$ cat src/rtl/mc_control_fsm_v2.sv
// ----------------------------------------------------------------------------
// mc_control_fsm_v2
//
// Multi-cycle MIPS control FSM for the MCI core. It drives the datapath
// control nets from the current state and the RAM handshake.
//
// Behaviour beyond the original fixed-timing controller:
//   - Variable-latency memory: FETCH, MEMRD and MEMWR stall until mem_ready.
//   - Memory timeout watchdog: too many consecutive not-ready cycles in one
//     access ends in FAULT with fault = 2'b10.
//   - Illegal opcodes end in FAULT with fault = 2'b01.
//   - FAULT is sticky until reset.
//
// Parameters
//   MEM_WAIT_EN  1: memory states stall on mem_ready; 0: mem_ready ignored
//   MEM_TIMEOUT  not-ready cycles allowed per access before FAULT (0 = off)
//   TMO_W        wait counter width, 2**TMO_W > MEM_TIMEOUT
//
// Ports
//   clk          core clock, rising edge
//   reset        synchronous, active-high
//   opcode       ir[31:26]
//   mem_ready    RAM finished the current read/write this cycle
//   pcWrite      unconditional PC load
//   pcWriteCond  branch PC load (qualified by zero in the datapath)
//   IorD         memory address select (0: PC, 1: ALUOut)
//   memRead      RAM read request
//   memWrite     RAM write request
//   IRwrite      IR load enable
//   MDRWrite     MDR load enable
//   ALUOutWrite  ALUOut load enable
//   pcSource     PC source (00: ALU, 01: ALUOut, 10: jump target)
//   aluSrcA      ALU A select (0: PC, 1: A)
//   aluSrcB      ALU B select (00: B, 01: 4, 10: imm, 11: imm<<2)
//   aluOp        ALU op (00: add, 01: sub, 10: funct)
//   regWrite     register file write
//   regDst       write register select (0: rt, 1: rd)
//   memtoReg     write-back data select (0: ALUOut, 1: MDR)
//   linkWrite    jal write of r31
//   fault        00: none, 01: illegal opcode, 10: memory timeout
//   state_dbg    current state encoding
// ----------------------------------------------------------------------------
module mc_control_fsm_v2 #(
    parameter int MEM_WAIT_EN = 1,
    parameter int MEM_TIMEOUT = 16,
    parameter int TMO_W       = 5
) (
    input  logic       clk,
    input  logic       reset,
    input  logic [5:0] opcode,
    input  logic       mem_ready,
    output logic       pcWrite,
    output logic       pcWriteCond,
    output logic       IorD,
    output logic       memRead,
    output logic       memWrite,
    output logic       IRwrite,
    output logic       MDRWrite,
    output logic       ALUOutWrite,
    output logic [1:0] pcSource,
    output logic       aluSrcA,
    output logic [1:0] aluSrcB,
    output logic [1:0] aluOp,
    output logic       regWrite,
    output logic       regDst,
    output logic       memtoReg,
    output logic       linkWrite,
    output logic [1:0] fault,
    output logic [3:0] state_dbg
);

    typedef enum logic [3:0] {
        S_FETCH  = 4'd0,
        S_DECODE = 4'd1,
        S_MEMADR = 4'd2,
        S_MEMRD  = 4'd3,
        S_MEMWB  = 4'd4,
        S_MEMWR  = 4'd5,
        S_EXEC   = 4'd6,
        S_RWB    = 4'd7,
        S_BRANCH = 4'd8,
        S_JUMP   = 4'd9,
        S_ADDIEX = 4'd10,
        S_ADDIWB = 4'd11,
        S_JAL    = 4'd12,
        S_FAULT  = 4'd15
    } state_t;

    localparam logic [5:0] OP_RTYPE = 6'b000000;
    localparam logic [5:0] OP_LW    = 6'b100011;
    localparam logic [5:0] OP_SW    = 6'b101011;
    localparam logic [5:0] OP_BEQ   = 6'b000100;
    localparam logic [5:0] OP_BNE   = 6'b000101;
    localparam logic [5:0] OP_ADDI  = 6'b001000;
    localparam logic [5:0] OP_J     = 6'b000010;
    localparam logic [5:0] OP_JAL   = 6'b000011;

    localparam logic [1:0] FLT_NONE    = 2'b00;
    localparam logic [1:0] FLT_ILLEGAL = 2'b01;
    localparam logic [1:0] FLT_TIMEOUT = 2'b10;

    // Last counter value tolerated before the watchdog fires.
    localparam logic [TMO_W-1:0] TMO_LAST = TMO_W'(MEM_TIMEOUT - 1);

    state_t           r_state;
    logic [1:0]       r_fault;
    logic [TMO_W-1:0] r_wait_cnt;

    logic w_ready;
    logic w_mem_state;
    logic w_timeout;

    assign w_ready     = (MEM_WAIT_EN == 0) || mem_ready;
    assign w_mem_state = (r_state == S_FETCH) || (r_state == S_MEMRD) ||
                         (r_state == S_MEMWR);
    // Fires on the not-ready cycle that would exceed the allowed wait.
    assign w_timeout   = (MEM_TIMEOUT > 0) && w_mem_state && !w_ready &&
                         (r_wait_cnt == TMO_LAST);

    // ------------------------------------------------------------------------
    // State, fault and wait counter
    // ------------------------------------------------------------------------
    always_ff @(posedge clk) begin
        if (reset) begin
            r_state    <= S_FETCH;
            r_fault    <= FLT_NONE;
            r_wait_cnt <= '0;
        end else begin
            // Counter only runs while stalled; any ready cycle or exit clears it.
            if (w_mem_state && !w_ready && !w_timeout)
                r_wait_cnt <= r_wait_cnt + TMO_W'(1);
            else
                r_wait_cnt <= '0;

            if (w_timeout) begin
                r_state <= S_FAULT;
                r_fault <= FLT_TIMEOUT;
            end else begin
                case (r_state)
                    S_FETCH: begin
                        if (w_ready)
                            r_state <= S_DECODE;
                    end
                    S_DECODE: begin
                        case (opcode)
                            OP_LW, OP_SW:    r_state <= S_MEMADR;
                            OP_RTYPE:        r_state <= S_EXEC;
                            OP_BEQ, OP_BNE:  r_state <= S_BRANCH;
                            OP_ADDI:         r_state <= S_ADDIEX;
                            OP_J:            r_state <= S_JUMP;
                            OP_JAL:          r_state <= S_JAL;
                            default: begin
                                r_state <= S_FAULT;
                                r_fault <= FLT_ILLEGAL;
                            end
                        endcase
                    end
                    S_MEMADR: begin
                        if (opcode == OP_SW)
                            r_state <= S_MEMWR;
                        else
                            r_state <= S_MEMRD;
                    end
                    S_MEMRD: begin
                        if (w_ready)
                            r_state <= S_MEMWB;
                    end
                    S_MEMWR: begin
                        if (w_ready)
                            r_state <= S_FETCH;
                    end
                    S_EXEC:   r_state <= S_RWB;
                    S_ADDIEX: r_state <= S_ADDIWB;
                    S_MEMWB,
                    S_RWB,
                    S_BRANCH,
                    S_JUMP,
                    S_ADDIWB,
                    S_JAL:    r_state <= S_FETCH;
                    S_FAULT:  r_state <= S_FAULT;
                    // Unused encodings: restart instruction flow.
                    default:  r_state <= S_FETCH;
                endcase
            end
        end
    end

    // ------------------------------------------------------------------------
    // Control decode. Combinational so the memory handshake qualifiers
    // (IRwrite, pcWrite, MDRWrite) act in the same cycle mem_ready arrives.
    // Reset masks everything so an in-flight RAM request drops immediately.
    // ------------------------------------------------------------------------
    always_comb begin
        pcWrite     = 1'b0;
        pcWriteCond = 1'b0;
        IorD        = 1'b0;
        memRead     = 1'b0;
        memWrite    = 1'b0;
        IRwrite     = 1'b0;
        MDRWrite    = 1'b0;
        ALUOutWrite = 1'b0;
        pcSource    = 2'b00;
        aluSrcA     = 1'b0;
        aluSrcB     = 2'b00;
        aluOp       = 2'b00;
        regWrite    = 1'b0;
        regDst      = 1'b0;
        memtoReg    = 1'b0;
        linkWrite   = 1'b0;

        if (!reset) begin
            case (r_state)
                S_FETCH: begin
                    memRead = 1'b1;
                    if (w_ready) begin
                        IRwrite = 1'b1;
                        pcWrite = 1'b1;
                        aluSrcB = 2'b01;
                    end
                end
                S_DECODE: begin
                    aluSrcB     = 2'b11;
                    ALUOutWrite = 1'b1;
                end
                S_MEMADR: begin
                    aluSrcA     = 1'b1;
                    aluSrcB     = 2'b10;
                    ALUOutWrite = 1'b1;
                end
                S_MEMRD: begin
                    memRead = 1'b1;
                    IorD    = 1'b1;
                    if (w_ready)
                        MDRWrite = 1'b1;
                end
                S_MEMWB: begin
                    regWrite = 1'b1;
                    memtoReg = 1'b1;
                end
                S_MEMWR: begin
                    memWrite = 1'b1;
                    IorD     = 1'b1;
                end
                S_EXEC: begin
                    aluSrcA     = 1'b1;
                    aluOp       = 2'b10;
                    ALUOutWrite = 1'b1;
                end
                S_RWB: begin
                    regWrite = 1'b1;
                    regDst   = 1'b1;
                end
                S_BRANCH: begin
                    aluSrcA     = 1'b1;
                    aluOp       = 2'b01;
                    pcWriteCond = 1'b1;
                    pcSource    = 2'b01;
                end
                S_ADDIEX: begin
                    aluSrcA     = 1'b1;
                    aluSrcB     = 2'b10;
                    ALUOutWrite = 1'b1;
                end
                S_ADDIWB: begin
                    regWrite = 1'b1;
                end
                S_JUMP: begin
                    pcWrite  = 1'b1;
                    pcSource = 2'b10;
                end
                S_JAL: begin
                    pcWrite   = 1'b1;
                    pcSource  = 2'b10;
                    linkWrite = 1'b1;
                end
                default: ;
            endcase
        end
    end

    assign fault     = r_fault;
    assign state_dbg = r_state;

endmodule

$ cat config.mk
export PLATFORM = sky130hd
export DESIGN_NAME = mc_control_fsm_v2
export DESIGN_NICKNAME = d
export VERILOG_FILES = /design/src/rtl/mc_control_fsm_v2.sv
export SDC_FILE = /design/constraint.sdc
export NUM_CORES = 1
export LEC_CHECK = 0
export CAP_MARGIN = 30
export CELL_PAD_IN_SITES_DETAIL_PLACEMENT = 1
export CELL_PAD_IN_SITES_GLOBAL_PLACEMENT = 1
export CORE_MARGIN = 1
export CORE_UTILIZATION = 29
export CTS_CLUSTER_DIAMETER = 30
export DETAILED_ROUTE_END_ITERATION = 10
export PLACE_DENSITY_LB_ADDON = 0.1
export SYNTH_ARGS = -nofsm -noshare
export SYNTH_HDL_FRONTEND = slang
export SYNTH_SLANG_ARGS = --single-unit
$ cat constraint.sdc
create_clock -name clk -period 2 [get_ports clk]
set_input_delay 0.3 -clock clk [delete_from_list [all_inputs] [get_ports clk]]
set_output_delay 0.3 -clock clk [all_outputs]
set_load 0.005 [all_outputs]
## Yosys cells after proc, flatten, opt, wreduce, memory -nomap -nowiden

Index checks and enable logic that the tools add are counted.

- Equal/unequal tests: 25
- Bitwise gates (word level): 2
- Divide/modulo/power cells: 0
- Mux-type cells: 44
- Reductions and logical operators: 25
- Magnitude comparators: 0
- $add $sub $neg: 1
- Shift-type cells: 0
- $mul: 0

Operator list:

| cell | count |
|---|---|
| $pmux W4 S8 | 1 |
| $mux W1 | 27 |
| $eq A4 B4 Y1 const B | 6 |
| $pmux W4 S6 | 1 |
| $eq A4 B3 Y1 const B | 4 |
| $mux W4 | 4 |
| $reduce_or A2 Y1 | 8 |
| $eq A6 B2 Y1 const B | 2 |
| $eq A6 B3 Y1 const B | 2 |
| $eq A6 B6 Y1 const B | 2 |
| $mux W2 | 6 |
| $ne A3 B3 Y1 const B | 3 |
| $eq A4 B2 Y1 const B | 2 |
| $pmux W2 S2 | 2 |
| $reduce_or A4 Y1 | 2 |
| $reduce_or A8 Y1 | 1 |
| $eq A6 B4 Y1 const B | 1 |
| $logic_not A6 Y1 | 1 |
| $pmux W2 S3 | 1 |
| $add A5 B1 Y5 const B | 1 |
| $eq A5 B4 Y1 const B | 1 |
| $eq A4 B1 Y1 const B | 1 |
| $logic_not A4 Y1 | 1 |
| $reduce_and A2 Y1 | 2 |
| 10 further kinds | 15 |

- Memory bits (read-only): 0
- Register bits: 11
- Input bits: 9
- Word-level logic and storage cells: 101
- Bits in writable memories: 0
- Memories kept: 0
- Output and inout bits: 25
- Latch bits: 0

## Logic depth before layout (Yosys ltp)

- Depth in word-level cells: 9
- Gate-level depth with buffers: 6
- Mapped depth without buffers: 5

## Least setup slack after synthesis

Ideal clock, no wire load.

- Kind: reg2out
- Start: register r_state[0] (netlist: state_dbg[0])
- End: output aluOp[0]
- Arrival time: 1.546 ns
- Required time: 1.700 ns
- Slack: 0.154 ns
- Cell stages (with the launch flop): 6
- Cells stage by stage: dfxtp_1 -> buf_2 -> or2_2 -> clkbuf_1 -> nor4b_1 -> buf_4

- Longest elaborated chain between the ends: 3
- Elaborated cells on any way between the ends: 4
- Classes of those cells: 2 x eq/ne; 2 x mux

Ends and longest elaborated chain:

| item | line | source |
|---|---|---|
| start, declared | 105 | `state_t r_state;` |
| start signal, assigned | 125 | `r_state <= S_FETCH;` |
| start signal, assigned | 136 | `r_state <= S_FAULT;` |
| start signal, assigned | 142 | `r_state <= S_DECODE;` |
| $eq A4 B4 Y1 / $eq A4 B3 Y1 (equally long branches) | 212 | `case (r_state)` |
| $pmux W2 S2 * | 212 |  |
| $mux W2 * | 211 | `if (!reset) begin` |
| end, declared | 63 | `output logic [1:0] aluOp,` |

Mark *: on every way between the ends. The rest lies on a longest branch, timed or not.

## Final worst setup path

- Start: register r_state[2] (netlist: state_dbg[2])
- End: output aluOp[1]

Same word-level chain as after synthesis.

==> flow_summary_export.csv <==
group,metric,value,unit
run_status,outcome,"finished with violations",
run_status,violations,"DRC",
clock_tree,hold_buffers,0,
floorplan,start_util,31.40,%
setup_path,crit_fanout,5,
finish,drive_above_1_share,31.72,%
global_routing,grt_busiest_layer,"met2",
global_routing,grt_use_met2,36.71,%
yosys,postSynthNetCount,137,
drt,drc,3,
sta,slew_headroom,72.83,%
worst_hold_path,holdPathStages,1,
sta,max_slew.worst_pin.slew,0.4038,ns
setup_path,timing.rr.start,"state_dbg[1]",
global_routing,antenna_found_initial,0,
yosys,synth_area_leaders,"dfxtp_1 (25%), nor2_1 (10%), xnor2_1 (4.9%)",
floorplan,die_area,3288,um2
global_routing,grt_pass1_wl,4995,um
drt,drt_iter0_markers,22,
clock_tree,clkSlewWorstSetupHoldPaths,0.07,ns
setup_path,end_kind,"output pin",
setup_path,r2r_slack,0.30,ns
placed_design,gp_congestion,0.7546,
clock_tree,root_buffer,"clkbuf_4",
clock_tree,clkLatencyLatePin,0.27,ns
floorplan,die_w,57.35,um
sta,fin_crit_sh,94.62,%
setup_path,r2r_cells,7,
setup_path,r2r_end,"state_dbg[1]",
clock_tree,clock-sinks,11,
sta,hold_viol_final,0,
setup_path,path_class,"flop to output pin",
global_routing,track_usage,19.53,%
job,maxCapViolations,0,
yosys,synthCells,126,
finish,seq_area,232.7,um2
clock_tree,cts_htree_levels,1,
drt,wl_per_cell,13.87,um
floorplan,die_h,57.35,um
finish,num-fill-cells,350,
global_routing,grt-ovfl-total,0,
setup_path,cp.required,1.70,ns
sta,fin_crit,1.892,ns
setup_path,startpoint_type,"flop",
sta,fmax,0.5284,GHz
floorplan,io-pin-count,34,
yosys,ys_warn_count,0,
finish,final_nets,198,
worst_hold_path,holdPathEnd,"r_wait_cnt[0]",
floorplan,core,2829,um2
drt,drt_first_pass_iters,7,
power_and_ir_drop,p_leak,0.7761,nW
placed_design,place_ws,-0.2074,ns
sta,clock-skew-final,0.009739,ns
global_routing,grtUsageMet1,22.87,%
sta,drv_slew,0,
global_routing,grt_pass1_vias,1103,
yosys,seq_area_frac_synth,24.79,%
power_and_ir_drop,power_density,1035,nW/um2
floorplan,rows,19,
sta,holdWs,0.4577,ns
worst_hold_path,min_path_type,"flop to flop",
yosys,postSynthAreaPerCell,7.050,um2
drt,via_per_inst,5.088,
power_and_ir_drop,peakVddDrop,0.0005309,V
yosys,syn_area,888.4,um2
clock_tree,clockBufferDepth,2,
drt,vias,1104,
finish,multiInputGateArea,676.9,um2
global_routing,met3_usage,4.082,%
yosys,ys_ff_latch,11,
finish,area_delta_synth_final,79.30,%
drt,ant_nets,0,
sta,final-setup-viol-count,0,
finish,n_antenna_cell,0,
placed_design,hpwl,2286,um
sta,rsz0062_at_grt,"no",
yosys,yosys.area.top_type,"dfxtp_1",
yosys,ys_types,39,
placed_design,portBuffers,33,
drt,drt_wl_total,3010,um
sta,worst_slack,0.1076,ns
worst_hold_path,hold_start,"r_wait_cnt[0]",
sta,finalSetupTns,0,ns
setup_path,arrival,1.59,ns
clock_tree,cts_tree,"built",
clock_tree,cts_buffers,3,
global_routing,grt_max_degree,15,
yosys,synth_top_area_share,24.79,%
-- cells in the final DEF, fill, tap and decap left out, types with 3 or more instances in the layout --
cell type,count
nand2_1,8
buf_4,30
nor3b_1,3
dfxtp_4,3
inv_1,4
o31ai_1,3
clkdlybuf4s50_1,14
xnor2_1,4
buf_6,5
nor2_1,22
a21oi_1,3
o21ai_0,5
dfxtp_1,7
dlymetal6s2s_1,4
clkbuf_4,3
or2_4,3
dlygate4sd2_1,15
nor3_1,3
and3_1,5
-- layout make-up --
| class | instances | area share, % |
|---|---|---|
| clock buffer | 4 | 1.650 |
| inverter | 4 | 0.9427 |
| multi-input combinational | 99 | 42.50 |
| sequential | 11 | 14.61 |
| tap | 31 | 2.435 |
| timing repair buffer | 68 | 37.86 |
-- logic make-up after synthesis --
family | count (synthesis) | share of synthesized area (%)
AND/OR/NAND/NOR | 67 | 40.28
AO/OA/AOI/OAI | 22 | 16.20
buffers and inverters | 16 | 8.026
flip-flops | 11 | 24.79
XOR/XNOR | 8 | 7.888
adder cells (fa/ha/maj) | 2 | 2.816
-- worst max-delay path by stage --
stage / from / endpoint / slack [ns] / depth (start not counted)
6_report: state_dbg[2] / aluOp[1] / 0.11 / 5
3_3_place_gp: reset / pcWrite / -0.16 / 5
3_5_place_dp: reset / pcWrite / -0.21 / 5
2_1_floorplan: state_dbg[0] / aluOp[0] / 0.15 / 5
4_1_cts: state_dbg[1] / IRwrite / 0.02 / 4
5_1_grt: state_dbg[1] / regWrite / 0.01 / 6
-- critical path, stage by stage (launching register included) --
cell	delay, ns
dfxtp_4	0.36
buf_6	0.12
buf_6	0.12
nand2_1	0.08
nor2_2	0.13
clkdlybuf4s50_1	0.51
-- metrics by stage --
step	util (%)	cell area, um2	power (mW)	instances
6_report	56.30	1593	1.649	217
5_1_grt	56.30	1593	1.779	217
4_1_cts	55.86	1580	1.656	217
3_5_place_dp	49.89	1411	1.325	206
3_3_place_gp	49.89	1411	1.297	206
2_1_floorplan	-	888.4	0.8133	126
-- cell usage after synthesis --
| cell type | instances |
|---|---|
| buf_4 | 2 |
| nor4_1 | 2 |
| buf_1 | 1 |
| o21ai_0 | 5 |
| o2111ai_1 | 1 |
| or2_2 | 4 |
| o2bb2ai_1 | 1 |
| nor4b_1 | 3 |
| and2_1 | 1 |
| o31ai_1 | 3 |
| o21ai_1 | 2 |
| ha_1 | 2 |
| a31oi_1 | 2 |
| xor2_1 | 3 |
| o211a_1 | 1 |
| buf_2 | 3 |
| nand4_1 | 2 |
| o21bai_1 | 1 |
| nor3_1 | 5 |
| nor2b_1 | 1 |
| nand4b_1 | 1 |
| and3_1 | 5 |
| nand3_1 | 1 |
| a21oi_1 | 3 |
| and3_2 | 1 |
| and4_4 | 1 |
| xnor2_1 | 5 |
| nand3b_1 | 1 |
| or4_4 | 1 |
| nand2_1 | 9 |
| nand2b_1 | 1 |
| nor3b_1 | 3 |
| nor2_1 | 24 |
| and4_1 | 1 |
| dfxtp_1 | 11 |
| inv_1 | 4 |
| clkbuf_1 | 6 |
| a2111oi_0 | 2 |
| o22ai_1 | 1 |
-- repair_timing --
| item | 4_1_cts | 5_1_grt |
|---|---|---|
| endpoints found under the setup margin | 19 | 6 |
| cloned | 0 | 0 |
| resized for setup | 44 | 5 |
| pin swaps | 8 | 1 |
| setup buffers | 7 | 0 |
-- state kept, by name, summed over array words and instances (netlist names) --
register	flops
fault	2
r_wait_cnt	5
state_dbg	4
-- per-layer routing --
metal / share of wire (%) / up-vias
met5: 0 / -
met4: 0.23 / 0
met3: 3.2 / 2
met2: 53 / 20
met1: 44 / 516
li1: - / 566
-- power breakdown --
group          total [mW]  leakage, nW  switching [mW]  internal, mW
combinational        1.17        0.669           0.518         0.647
sequential          0.335       0.0920          0.0593         0.276
clock               0.148       0.0150          0.0713        0.0772
Note: power is estimated with default switching activity, not from simulation.
